===== src/rtl/serial_pkg.sv =====
// Shared serial-link definitions used by the transmitter and the team's receiver.
package serial_pkg;

    localparam int unsigned CLKS_PER_BIT_DEF = 651;
    localparam int unsigned DATA_BITS        = 8;
    localparam int unsigned FRAME_BITS       = 10;
    localparam int unsigned BIT_IDX_W        = $clog2(DATA_BITS);

    typedef enum logic [1:0] {
        ST_IDLE  = 2'd0,
        ST_START = 2'd1,
        ST_DATA  = 2'd2,
        ST_STOP  = 2'd3
    } state_t;

endpackage


===== src/rtl/serial_baud.sv =====
// Baud counter: counts 0..CLKS_PER_BIT-1 while enabled, tick on the terminal count.
module serial_baud
    import serial_pkg::*;
#(
    parameter int unsigned CLKS_PER_BIT = CLKS_PER_BIT_DEF,
    parameter int unsigned CNT_W        = $clog2(CLKS_PER_BIT)
) (
    input  logic             m_clock,
    input  logic             p_reset,
    input  logic             i_clear,
    input  logic             i_en,
    output logic [CNT_W-1:0] o_cnt,
    output logic             o_tick_c
);

    localparam logic [CNT_W-1:0] LAST = CNT_W'(CLKS_PER_BIT - 1);

    logic [CNT_W-1:0] r_cnt;
    logic             w_term;

    assign w_term   = (r_cnt == LAST);
    assign o_tick_c = i_en & w_term;
    assign o_cnt    = r_cnt;

    // Clear has priority so an accepted start always begins a bit at count 0.
    always_ff @(posedge m_clock or posedge p_reset) begin
        if (p_reset) begin
            r_cnt <= '0;
        end else if (i_clear) begin
            r_cnt <= '0;
        end else if (i_en) begin
            r_cnt <= w_term ? '0 : r_cnt + CNT_W'(1);
        end
    end

endmodule


===== src/rtl/serial_t.sv =====
// Serial transmitter: start bit, 8 data bits MSB first, stop bit; TXD fully registered.
module serial_t
    import serial_pkg::*;
#(
    parameter int unsigned CLKS_PER_BIT = CLKS_PER_BIT_DEF
) (
    input  logic                 m_clock,
    input  logic                 p_reset,
    input  logic [DATA_BITS-1:0] data,
    input  logic                 start,
    output logic                 TXD,
    output logic                 busy,
    output logic                 done
);

    localparam int unsigned      CNT_W  = $clog2(CLKS_PER_BIT);
    localparam logic [CNT_W-1:0] PENULT = CNT_W'(CLKS_PER_BIT - 2);

    state_t                 r_state;
    state_t                 w_state_nxt;
    logic [DATA_BITS-1:0]   r_shift;
    logic [DATA_BITS-1:0]   w_shift_nxt;
    logic [BIT_IDX_W-1:0]   r_bit_idx;
    logic [BIT_IDX_W-1:0]   w_bit_idx_nxt;
    logic                   r_txd;
    logic                   w_txd_nxt;
    logic                   r_busy;
    logic                   w_busy_nxt;
    logic                   r_done;
    logic                   w_done_nxt;
    logic                   w_baud_clr;
    logic                   w_baud_en;
    logic                   w_tick;
    logic [CNT_W-1:0]       w_cnt;

    assign w_baud_en = (r_state != ST_IDLE);

    serial_baud #(
        .CLKS_PER_BIT (CLKS_PER_BIT),
        .CNT_W        (CNT_W)
    ) u_baud (
        .m_clock  (m_clock),
        .p_reset  (p_reset),
        .i_clear  (w_baud_clr),
        .i_en     (w_baud_en),
        .o_cnt    (w_cnt),
        .o_tick_c (w_tick)
    );

    // Registered state and outputs.
    always_ff @(posedge m_clock or posedge p_reset) begin
        if (p_reset) begin
            r_state   <= ST_IDLE;
            r_shift   <= '0;
            r_bit_idx <= '0;
            r_txd     <= 1'b1;
            r_busy    <= 1'b0;
            r_done    <= 1'b0;
        end else begin
            r_state   <= w_state_nxt;
            r_shift   <= w_shift_nxt;
            r_bit_idx <= w_bit_idx_nxt;
            r_txd     <= w_txd_nxt;
            r_busy    <= w_busy_nxt;
            r_done    <= w_done_nxt;
        end
    end

    // Next-state and next-output logic; done is set one count early so it lands on the last stop cycle.
    always_comb begin
        w_state_nxt   = r_state;
        w_shift_nxt   = r_shift;
        w_bit_idx_nxt = r_bit_idx;
        w_txd_nxt     = r_txd;
        w_busy_nxt    = r_busy;
        w_done_nxt    = 1'b0;
        w_baud_clr    = 1'b0;

        case (r_state)
            ST_IDLE: begin
                w_txd_nxt  = 1'b1;
                w_busy_nxt = 1'b0;
                w_baud_clr = 1'b1;
                if (start) begin
                    w_state_nxt   = ST_START;
                    w_shift_nxt   = data;
                    w_bit_idx_nxt = '0;
                    w_txd_nxt     = 1'b0;
                    w_busy_nxt    = 1'b1;
                end
            end
            ST_START: begin
                if (w_tick) begin
                    w_state_nxt   = ST_DATA;
                    w_bit_idx_nxt = '0;
                    w_txd_nxt     = r_shift[DATA_BITS-1];
                end
            end
            ST_DATA: begin
                if (w_tick) begin
                    if (r_bit_idx == BIT_IDX_W'(DATA_BITS - 1)) begin
                        w_state_nxt = ST_STOP;
                        w_txd_nxt   = 1'b1;
                    end else begin
                        w_bit_idx_nxt = r_bit_idx + BIT_IDX_W'(1);
                        w_shift_nxt   = {r_shift[DATA_BITS-2:0], 1'b0};
                        w_txd_nxt     = r_shift[DATA_BITS-2];
                    end
                end
            end
            ST_STOP: begin
                w_txd_nxt = 1'b1;
                if (w_cnt == PENULT) begin
                    w_done_nxt = 1'b1;
                end
                if (w_tick) begin
                    w_state_nxt = ST_IDLE;
                    w_busy_nxt  = 1'b0;
                end
            end
            default: begin
                w_state_nxt = ST_IDLE;
                w_txd_nxt   = 1'b1;
                w_busy_nxt  = 1'b0;
            end
        endcase
    end

    assign TXD  = r_txd;
    assign busy = r_busy;
    assign done = r_done;

endmodule


===== config.mk =====
export PLATFORM = sky130hd
export DESIGN_NAME = serial_t
export DESIGN_NICKNAME = d
export VERILOG_FILES = /design/src/rtl/serial_pkg.sv /design/src/rtl/serial_baud.sv /design/src/rtl/serial_t.sv
export SDC_FILE = /design/constraint.sdc
export NUM_CORES = 1
export LEC_CHECK = 0
export CORE_MARGIN = 4
export CORE_UTILIZATION = 50
export CTS_CLUSTER_DIAMETER = 40
export DETAILED_ROUTE_END_ITERATION = 8
export PLACE_DENSITY = 0.67
export SLEW_MARGIN = 15
export SYNTH_ARGS = -nofsm -noshare
export SYNTH_HDL_FRONTEND = slang
export SYNTH_SLANG_ARGS = --single-unit

===== constraint.sdc =====
create_clock -name m_clock -period 2 [get_ports m_clock]
set_input_delay 0.4 -clock m_clock [delete_from_list [all_inputs] [get_ports m_clock]]
set_output_delay 0.4 -clock m_clock [all_outputs]
set_load 0.03 [all_outputs]

# ---- Yosys cells after proc, flatten, opt, wreduce, memory -nomap -nowiden
# Cells that the tools add are included.
dict set report totals {
  ff_bits 26
  latch_bits 0
  mem_bits_rw 0
  rom_bits 0
  inputBits 11
  out_inout_bits 3
  elab_cells 62
  mem_count 0
}
dict set report classes {
  n_addsub 2
  multipliers 0
  div_mod_pow 0
  n_lt_le_gt_ge 0
  n_eq_ne 12
  shift 0
  mux 29
  n_bitwise 1
  reduce_logical 11
}
# op n
set ops {}
lappend ops {{$mux 10} 3}
lappend ops {{$mux 8} 3}
lappend ops {{$eq 10x10->1 const B} 2}
lappend ops {{$pmux 8 s2} 1}
lappend ops {{$mux 3} 4}
lappend ops {{$add 10x1->10 const B} 1}
lappend ops {{$mux 2} 5}
lappend ops {{$reduce_and 5->1} 2}
lappend ops {{$mux 1} 9}
lappend ops {{$pmux 3 s3} 1}
lappend ops {{$pmux 2 s4} 1}
lappend ops {{$reduce_bool 2->1} 4}
lappend ops {{$ne 2x1->1 const B} 3}
lappend ops {{$ne 2x2->1 const B} 3}
lappend ops {{$eq 2x2->1 const B} 2}
lappend ops {{$pmux 1 s4} 1}
lappend ops {{$reduce_and 2->1} 2}
lappend ops {{$reduce_and 4->1} 1}
lappend ops {{$add 3x1->3 const B} 1}
lappend ops {{$eq 3x3->1 const B} 1}
lappend ops {{$reduce_bool 3->1} 1}
lappend ops {{$eq 2x1->1 const B} 1}
lappend ops {{$logic_not 2->1} 1}
lappend ops {{$pmux 1 s2} 1}
lappend ops {{$and 1x1->1} 1}

# ---- Logic depth before layout (Yosys ltp)
# Gate-level depths: netlist of run 1.
dict set report depth {
  depth_word 4
  ltp_mapped 7
  mapped_depth_nobuf 6
}

# ---- Cells and area by module
# From an unflattened synthesis of run 1, not the netlist that was laid out.
dict set report hier_totals {
  cells_unflattened 139
  hier_area_um2 1546.5
}
# module n_inst cells_per_inst area_each_um2 seq_area_each_um2
set by_module_without_submodules {}
lappend by_module_without_submodules {serial_t 1 78 935.9 401.6}
lappend by_module_without_submodules {serial_baud 1 61 610.6 250.2}

# ---- Worst setup path before layout of run 1
# Ideal clock, no wire load.
dict set report synth_path {
  kind {flip-flop to flip-flop}
  startpoint {register u_baud.r_cnt[2], in the netlist u_baud.o_cnt[2]}
  endpoint {register r_bit_idx[2]}
  setup_ns 0.121
  t_arrival_ns 1.669
  required_time_ns 1.879
  slack_ns 0.210
  path_stages_with_launch 7
  n_path_buf 2
  synth_period_minus_slack_ns 1.790
  cell_sequence {dfrtp_1 buf_6 nor4b_4 and4b_1 buf_4 mux2_2 a22o_1}
}
dict set report synth_between {
  elab_chain_cells 4
  elab_cells_between_ends 5
  classes_between {3 x eq/ne; 1 x bitwise; 1 x reduce/logical}
}
# item line
set synth_lines {}
lappend synth_lines {{start, declared} serial_baud.sv:18} ;# logic [CNT_W-1:0] r_cnt;
lappend synth_lines {{start signal, assigned} serial_baud.sv:32} ;# r_cnt <= w_term ? '0 : r_cnt + CNT_W'(1);
lappend synth_lines {{$eq 10x10->1 *} serial_baud.sv:21} ;# assign w_term = (r_cnt == LAST);
lappend synth_lines {{$and 1x1->1 *} serial_baud.sv:22} ;# assign o_tick_c = i_en & w_term;
lappend synth_lines {{$ne 2x1->1 (no line)} --}
lappend synth_lines {{$reduce_and 5->1 (no line) *} --}
lappend synth_lines {{end signal, assigned} serial_t.sv:62} ;# r_bit_idx <= w_bit_idx_nxt;
lappend synth_lines {{end, declared} serial_t.sv:23} ;# logic [BIT_IDX_W-1:0] r_bit_idx;
# Mark *: on every way between the ends. The rest lies on a longest branch, timed or not.
# A chain may end at the register's enable or synchronous reset.

# ---- Final worst setup path of run 1
dict set report layout_path {
  startpoint {register r_txd, in the netlist TXD}
  endpoint {output TXD}
}
# item line
set layout_rtl {}
lappend layout_rtl {{start, declared} serial_t.sv:25} ;# logic r_txd;
lappend layout_rtl {{start signal, assigned} serial_t.sv:63} ;# r_txd <= w_txd_nxt;
lappend layout_rtl {{end, declared} serial_t.sv:11} ;# output logic TXD,
# No word-level cell between the ends.

==> results.tsv, run 1 <==
metric	value	unit
TNS Setup	0	ns
vias in the first global route	1161	
GRT Residual Overflow	0	
post-synth top area share	0.421	
# nets final	186	
sequential area share after synthesis	0.438	
Final Util	0.612	
GRT Total Usage	0.171	
final instance area	1720	um2
Worst setup EP type	output pin	
I/O Buffers	13	
clk_skew	0.00651	ns
R2R Path End	r_bit_idx[2]	
fraction of layout cells with a size suffix above 1	0.121	
CP endpoint	TXD	
Hold Vio Cnt, Final	0	
pre-CTS WS	0.0873	ns
area leader, netlist	dfrtp_1	
Initial DRT Pass Iterations	4	
# fillers	258	
IO Count	14	
initial drt markers	101	
die width	62.5	um
# rows	19	
Synth cell types	39	
pwr dens	1270	nW/um2
DRC Markers	0	
Synth async-reset ratio	1.00	
reg-to-reg startpoint	u_baud.o_cnt[2]	
number of flops mapped to enable cells by yosys	0	
via count	1140	
fmax	0.514	GHz
Buf+Inv Stages, Crit Path	1	
Worst setup SP type	flip-flop	
Detailed Route WL	3150	um
Synth warnings	0	
Worst path slowest cell	clkdlybuf4s50_1	
Core Footprint	2810	um2
min-delay worst type	input pin to async pin	
Detail Route Antenna Nets	0	
Synth area leaders	dfrtp_1, ha_1, mux2i_1	
DIE AREA	3910	um2
synthesized area	1490	um2
drt wl/cell	16.1	um
clk buf depth	2	
Max FO, Critical Path	2	
synth-to-layout area growth	15.5	%
GPL Wtd Cong	0.773	
worst vdd ir	0.958	mV
Via-to-Cell Ratio	5.82	
most common flop cell mapped by yosys	dfrtp_1	
Worst-Skew Late Latency	0.33	ns
r2r worst-path depth	4	
Reg clk slew, reported paths	0.15	ns
syn avg cell area	9.98	um2
htree depth	1	
Crit path largest cell delay	0.67	ns
Initial Util	0.530	
Reg area	652	um2
most frequent cells in the layout	dfrtp_1, nor2_1, clkdlybuf4s50_1, inv_1, a21oi_1	
Least-Margin Pin Slew	0.375	ns
Syn Nets	169	
most common cell after layout, fill and taps aside	dfrtp_1	
CP startpoint	TXD	
WS Path Type	flip-flop to output pin	
kind of cell adding the most delay to the critical path	buffers and inverters	
CTS tree	yes	
leakage	0.783	nW
CP Depth	1	
largest net degree at the start of global routing	27	
Clock Sinks	26	
Chip Height	62.5	um
critical path cell sequence	clkdlybuf4s50_1	
Final HPWL DP	2300	um
critical path arrival	1.54	ns
Multi-input gate area	758	um2
FF+latch count, synth	26	
FF-to-FF setup slack	0.06	ns
Slew Limit Fails	0	
placed instance area	1660	um2
CP required	1.60	ns
first-pass GRT wire length	5460	um
Root Buffer	clkbuf_4	
initial antenna violation count	0	
Max transition margin	0.748	
Min Clock Period, post-route	1.94	ns
final setup fails	0	
Antenna Diode Count	0	
fin crit share	0.972	
Final Worst Setup Slack	0.0557	ns
max-cap check violation count	0	
status	finished clean	
RSZ-0062 raised after global routing	true	
Mapped Cells	149	
number of buffers created by CTS	3	
# hold bufs at CTS	0	
cell families after synthesis:
logic type	count (synthesis)	synth area share
fa+ha+maj	9	0.0757
compound gates	33	0.146
flops	26	0.438
mux	9	0.0631
xor+xnor	6	0.0353
buf+inv	18	0.0538
simple gates	48	0.188
repair_timing:
item	4_1_cts	5_1_grt
endpoints found under the setup margin	0	3
resized for setup	0	1
setup buffers	0	1
synth_stat cells, types with 3 or more instances:
master	count
dfrtp_1	25
nor2_1	15
a21oi_1	11
inv_1	11
ha_1	9
nand2_1	9
mux2i_1	6
nand3_1	5
o21ai_0	5
o32ai_1	5
a22o_1	4
xnor2_1	4
nand4_1	3
o22ai_1	3
routing by layer:
layer  track usage  vias up  wire, um
li1              -      558         -
met1         0.230      543      1450
met2         0.268       34      1470
met3        0.0360        5       188
met4        0.0689        0        44
met5             0        -         0
stage by stage:
step           total power [mW]  std cells  hold WS (ns)
2_1_floorplan              1.54        149         0.439
3_5_place_dp               1.80        191         0.467
3_3_place_gp               1.75        191         0.455
6_report                   2.17        196         0.403
4_1_cts                    2.17        195         0.420
5_1_grt                    2.36        196         0.448
cell type report:
class	count	share of cell area
clock buffer	3	0.0131
clock inverter	1	0.0175
inverter	11	0.0240
multi-input combinational	105	0.441
sequential	26	0.379
tap	31	0.0226
timing repair buffer	19	0.102
report_power, final:
| part | switching, mW | internal [mW] | leakage (nW) |
|---|---|---|---|
| Clock | 0.163 | 0.203 | 0.0279 |
| Combinational | 0.512 | 0.438 | 0.427 |
| Sequential | 0.161 | 0.699 | 0.328 |
| Total | 0.835 | 1.34 | 0.783 |
worst min-delay path, delay by kind of cell:
kind | cells | cell delay [ns]
buffers and inverters | 3 | 0.75
how the worst min path moves through the flow:
stage,startpoint,to,cells past startpoint
6_report,p_reset,u_baud.o_cnt[9],3
5_1_grt,p_reset,u_baud.o_cnt[7],3
4_1_cts,p_reset,u_baud.o_cnt[7],3
3_5_place_dp,TXD,TXD,2
3_3_place_gp,TXD,TXD,2
2_1_floorplan,p_reset,busy,1
flip-flops by register name (all words and copies together), names as in the netlist:
name / flops
done: 1
r_shift: 8
busy: 1
r_state: 2
u_baud.o_cnt: 10
r_bit_idx: 3
TXD: 1
No activity file was read; power rests on OpenSTA's default activity.
==> run 2: changes to the inputs <==
--- a/config.mk
+++ b/config.mk
@@ -6,11 +6,12 @@
 export NUM_CORES = 1
 export LEC_CHECK = 0
 export CORE_MARGIN = 4
-export CORE_UTILIZATION = 50
+export CORE_UTILIZATION = 40
 export CTS_CLUSTER_DIAMETER = 40
 export DETAILED_ROUTE_END_ITERATION = 8
-export PLACE_DENSITY = 0.67
+export PLACE_DENSITY = 0.55
 export SLEW_MARGIN = 15
 export SYNTH_ARGS = -nofsm -noshare
 export SYNTH_HDL_FRONTEND = slang
+export SYNTH_HIERARCHICAL = 1
 export SYNTH_SLANG_ARGS = --single-unit
==> results.tsv, run 2 <==
metric	value	unit	change
net switching power	0.192	mW	was 0.835 mW
CTS tree	yes		unchanged
Worst setup EP type	flip-flop		was output pin
final setup fails	1		was 0
most frequent cells in the layout	dfrtp_1, buf_4, clkdlybuf4s50_1, mux2_2		was dfrtp_1, nor2_1, clkdlybuf4s50_1, inv_1, a21oi_1
clk_skew	0.00699	ns	was 0.00651 ns
first-pass GRT wire length	5820	um	was 5460 um
synthesized area	1550	um2	was 1490 um2
Reg area	652	um2	unchanged
Hold Vio Cnt, Final	0		unchanged
via count	1219		was 1,140
failing checks	setup timing		
Crit path largest cell delay	0.40	ns	was 0.67 ns
Worst setup SP type	flip-flop		unchanged
placed cells	217		was 191
FF+latch count, synth	26		unchanged
htree depth	1		unchanged
Synth cell types	48		was 39
Synth area leaders	dfrtp_1, mux2_2, ha_1		was dfrtp_1, ha_1, mux2i_1
internal power	0.832	mW	was 1.34 mW
DRC Markers	0		unchanged
max-cap check violation count	0		unchanged
most common flop cell mapped by yosys	dfrtp_1		unchanged
fin crit share	1.01		was 0.972
sequential area share after synthesis	0.422		was 0.438
Core Footprint	3690	um2	was 2810 um2
largest net degree at the start of global routing	17		was 27
clk buf depth	2		unchanged
Root Buffer	clkbuf_8		was clkbuf_4
Final HPWL DP	2480	um	was 2300 um
die width	70.2	um	was 62.5 um
Gate power share	0.050		was 0.437
Min Clock Period, post-route	2.02	ns	was 1.94 ns
Chip Height	70.2	um	was 62.5 um
# rows	22		was 19
Switching Fraction	0.187		was 0.384
most common cell after layout, fill and taps aside	dfrtp_1		unchanged
sequential share of power	0.524		was 0.395
syn avg cell area	11.1	um2	was 9.98 um2
number of flops mapped to enable cells by yosys	0		unchanged
GRT Total Usage	0.144		was 0.171
GPL Wtd Cong	0.849		was 0.773
Non-Filler Instances	226		was 196
Worst-Skew Late Latency	0.27	ns	was 0.33 ns
TNS Setup	-0.0244	ns	was 0 ns
Final Worst Setup Slack	-0.0244	ns	was 0.0557 ns
count leader, synth	dfrtp_1		unchanged
Max FO, Critical Path	4		was 2
status	finished with violations		was finished clean
fraction of layout cells with a size suffix above 1	0.382		was 0.121
vias in the first global route	1293		was 1,161
CP required	2.17	ns	was 1.60 ns
critical path arrival	2.19	ns	was 1.54 ns
clock share of power	0.426		was 0.168
# hold bufs at CTS	0		unchanged
Least-Margin Pin Slew	0.622	ns	was 0.375 ns
initial drt markers	52		was 101
synth-to-layout area growth	33.2	%	was 15.5%
# nets final	198		was 186
I/O Buffers	13		unchanged
number of buffers created by CTS	3		unchanged
Initial DRT Pass Iterations	4		unchanged
Initial Util	0.419		was 0.530
Synth warnings	6		was 0
leakage	0.842	nW	was 0.783 nW
commonest cells in the netlist	dfrtp_1, mux2_2, inv_1		was dfrtp_1, nor2_1, a21oi_1, inv_1
initial antenna violation count	0		unchanged
RSZ-0062 raised after global routing	true		unchanged
Antenna Diode Count	0		unchanged
# fillers	337		was 258
post-synth top area share	0.405		was 0.421
WS Path Type	flip-flop to flip-flop		was flip-flop to output pin
Multi-input gate area	890	um2	was 758 um2
critical path cell sequence	inv_2, ha_4, nand4b_1, nor4_4, buf_4, o21ba_2, a2111o_1, mux2_2		was clkdlybuf4s50_1
Reg clk slew, reported paths	0.10	ns	was 0.15 ns
min-delay worst type	input pin to async pin		unchanged
GRT Residual Overflow	0		unchanged
worst vdd ir	0.360	mV	was 0.958 mV
fmax	0.494	GHz	was 0.514 GHz
Synth async-reset ratio	1.00		unchanged
Detailed Route WL	3370	um	was 3150 um
Worst path slowest cell	dfrtp_1		was clkdlybuf4s50_1
Detail Route Antenna Nets	0		unchanged
Via-to-Cell Ratio	5.39		was 5.82
Max transition margin	0.585		was 0.748
IO Count	14		unchanged
Slew Limit Fails	0		unchanged
drt wl/cell	14.9	um	was 16.1 um
area leader, netlist	dfrtp_1		unchanged
flip-flop count of the largest register, all copies and words added	10		unchanged
Clock Sinks	26		unchanged
Mapped Cells	139		was 149
Syn Nets	158		was 169
DIE AREA	4930	um2	was 3910 um2
pwr dens	497	nW/um2	was 1270 nW/um2
run 2: changes by cell type after synthesis, sizes merged, moves of 3 or more:
cell,previous run,this run
mux2,3,16
mux2i,6,1
nand2,9,6
xnor2,4,0
o311ai,0,3
o31ai,0,4
nor2,15,3
a22o,4,1
o32ai,5,0
buf,5,2
run 2: logic make-up after synthesis:
group	synth area share
AOI/OAI and AO/OA	0.192
xor gates and xnor gates	0.0113
buffers and inverters	0.0469
and+or+nand+nor	0.141
muxes	0.123
adders and majority gates	0.0647
DFF	0.422
run 2: path summary, 6_finish.rpt:
kind / start / to / slack (ns) / cells after the start
max: u_baud/o_cnt[0] / r_bit_idx[0] / -0.02 / 8
min: p_reset / u_baud/o_cnt[6] / 0.43 / 2
max reg2reg: u_baud/o_cnt[0] / r_bit_idx[0] / -0.02 / 8
min reg2reg: r_shift[4] / r_shift[4] / 0.52 / 1
max in group asynchronous: p_reset / r_state[0] / 1.07 / 2
min in group m_clock: r_shift[4] / r_shift[4] / 0.52 / 1
run 2: worst max-delay path, delay by kind of cell (launching register included):
kind,cells,cell delay [ns]
simple gates,2,0.43
fa+ha+maj,1,0.12
mux,1,0.27
compound gates,2,0.47
flops,1,0.40
buf+inv,2,0.23
run 2: layer usage:
layer / vias up / global-route usage / wire, um
li1: 596 / - / -
met1: 602 / 0.179 / 1520
met2: 17 / 0.250 / 1740
met3: 4 / 0.0259 / 97
met4: 0 / 0.0468 / 21
met5: - / 0 / 0
run 2: area by class of cell:
cell class,count,share of cell area
multi-input combinational,96,0.432
sequential,26,0.317
timing repair buffer,39,0.162
tap,48,0.0292
inverter,13,0.0261
clock buffer,3,0.0200
clock inverter,1,0.0146
run 2: through the flow:
| stage | area, um2 | power, mW | hold slack (ns) | util | setup WS [ns] |
|---|---|---|---|---|---|
| 6_report | 2060 | 1.02 | 0.435 | 0.558 | -0.0244 |
| 4_1_cts | 2030 | 1.04 | 0.443 | 0.549 | -0.0473 |
| 3_5_place_dp | 1890 | 0.595 | 0.493 | 0.513 | -0.111 |
| 2_1_floorplan | 1570 | 0.566 | 0.240 | - | -0.220 |
| 5_1_grt | 2060 | 1.07 | 0.466 | 0.558 | -0.0871 |
| 3_3_place_gp | 1890 | 0.594 | 0.483 | 0.513 | -0.0436 |
run 2: power by group through the flow:
stage | Combinational [mW] | Sequential (mW) | Clock (mW)
CTS | 0.0517 | 0.537 | 0.451
finish | 0.0513 | 0.537 | 0.436
detailed placement | 0.0487 | 0.547 | 0
floorplan | 0.0211 | 0.545 | 0
global placement | 0.0476 | 0.546 | 0
global route | 0.0565 | 0.538 | 0.478
run 2: timing repair:
action / CTS / global route
resized for setup: 9 / 7
pin swaps: 4 / 1
endpoints found under the setup margin: 11 / 12
setup buffers: 3 / 2
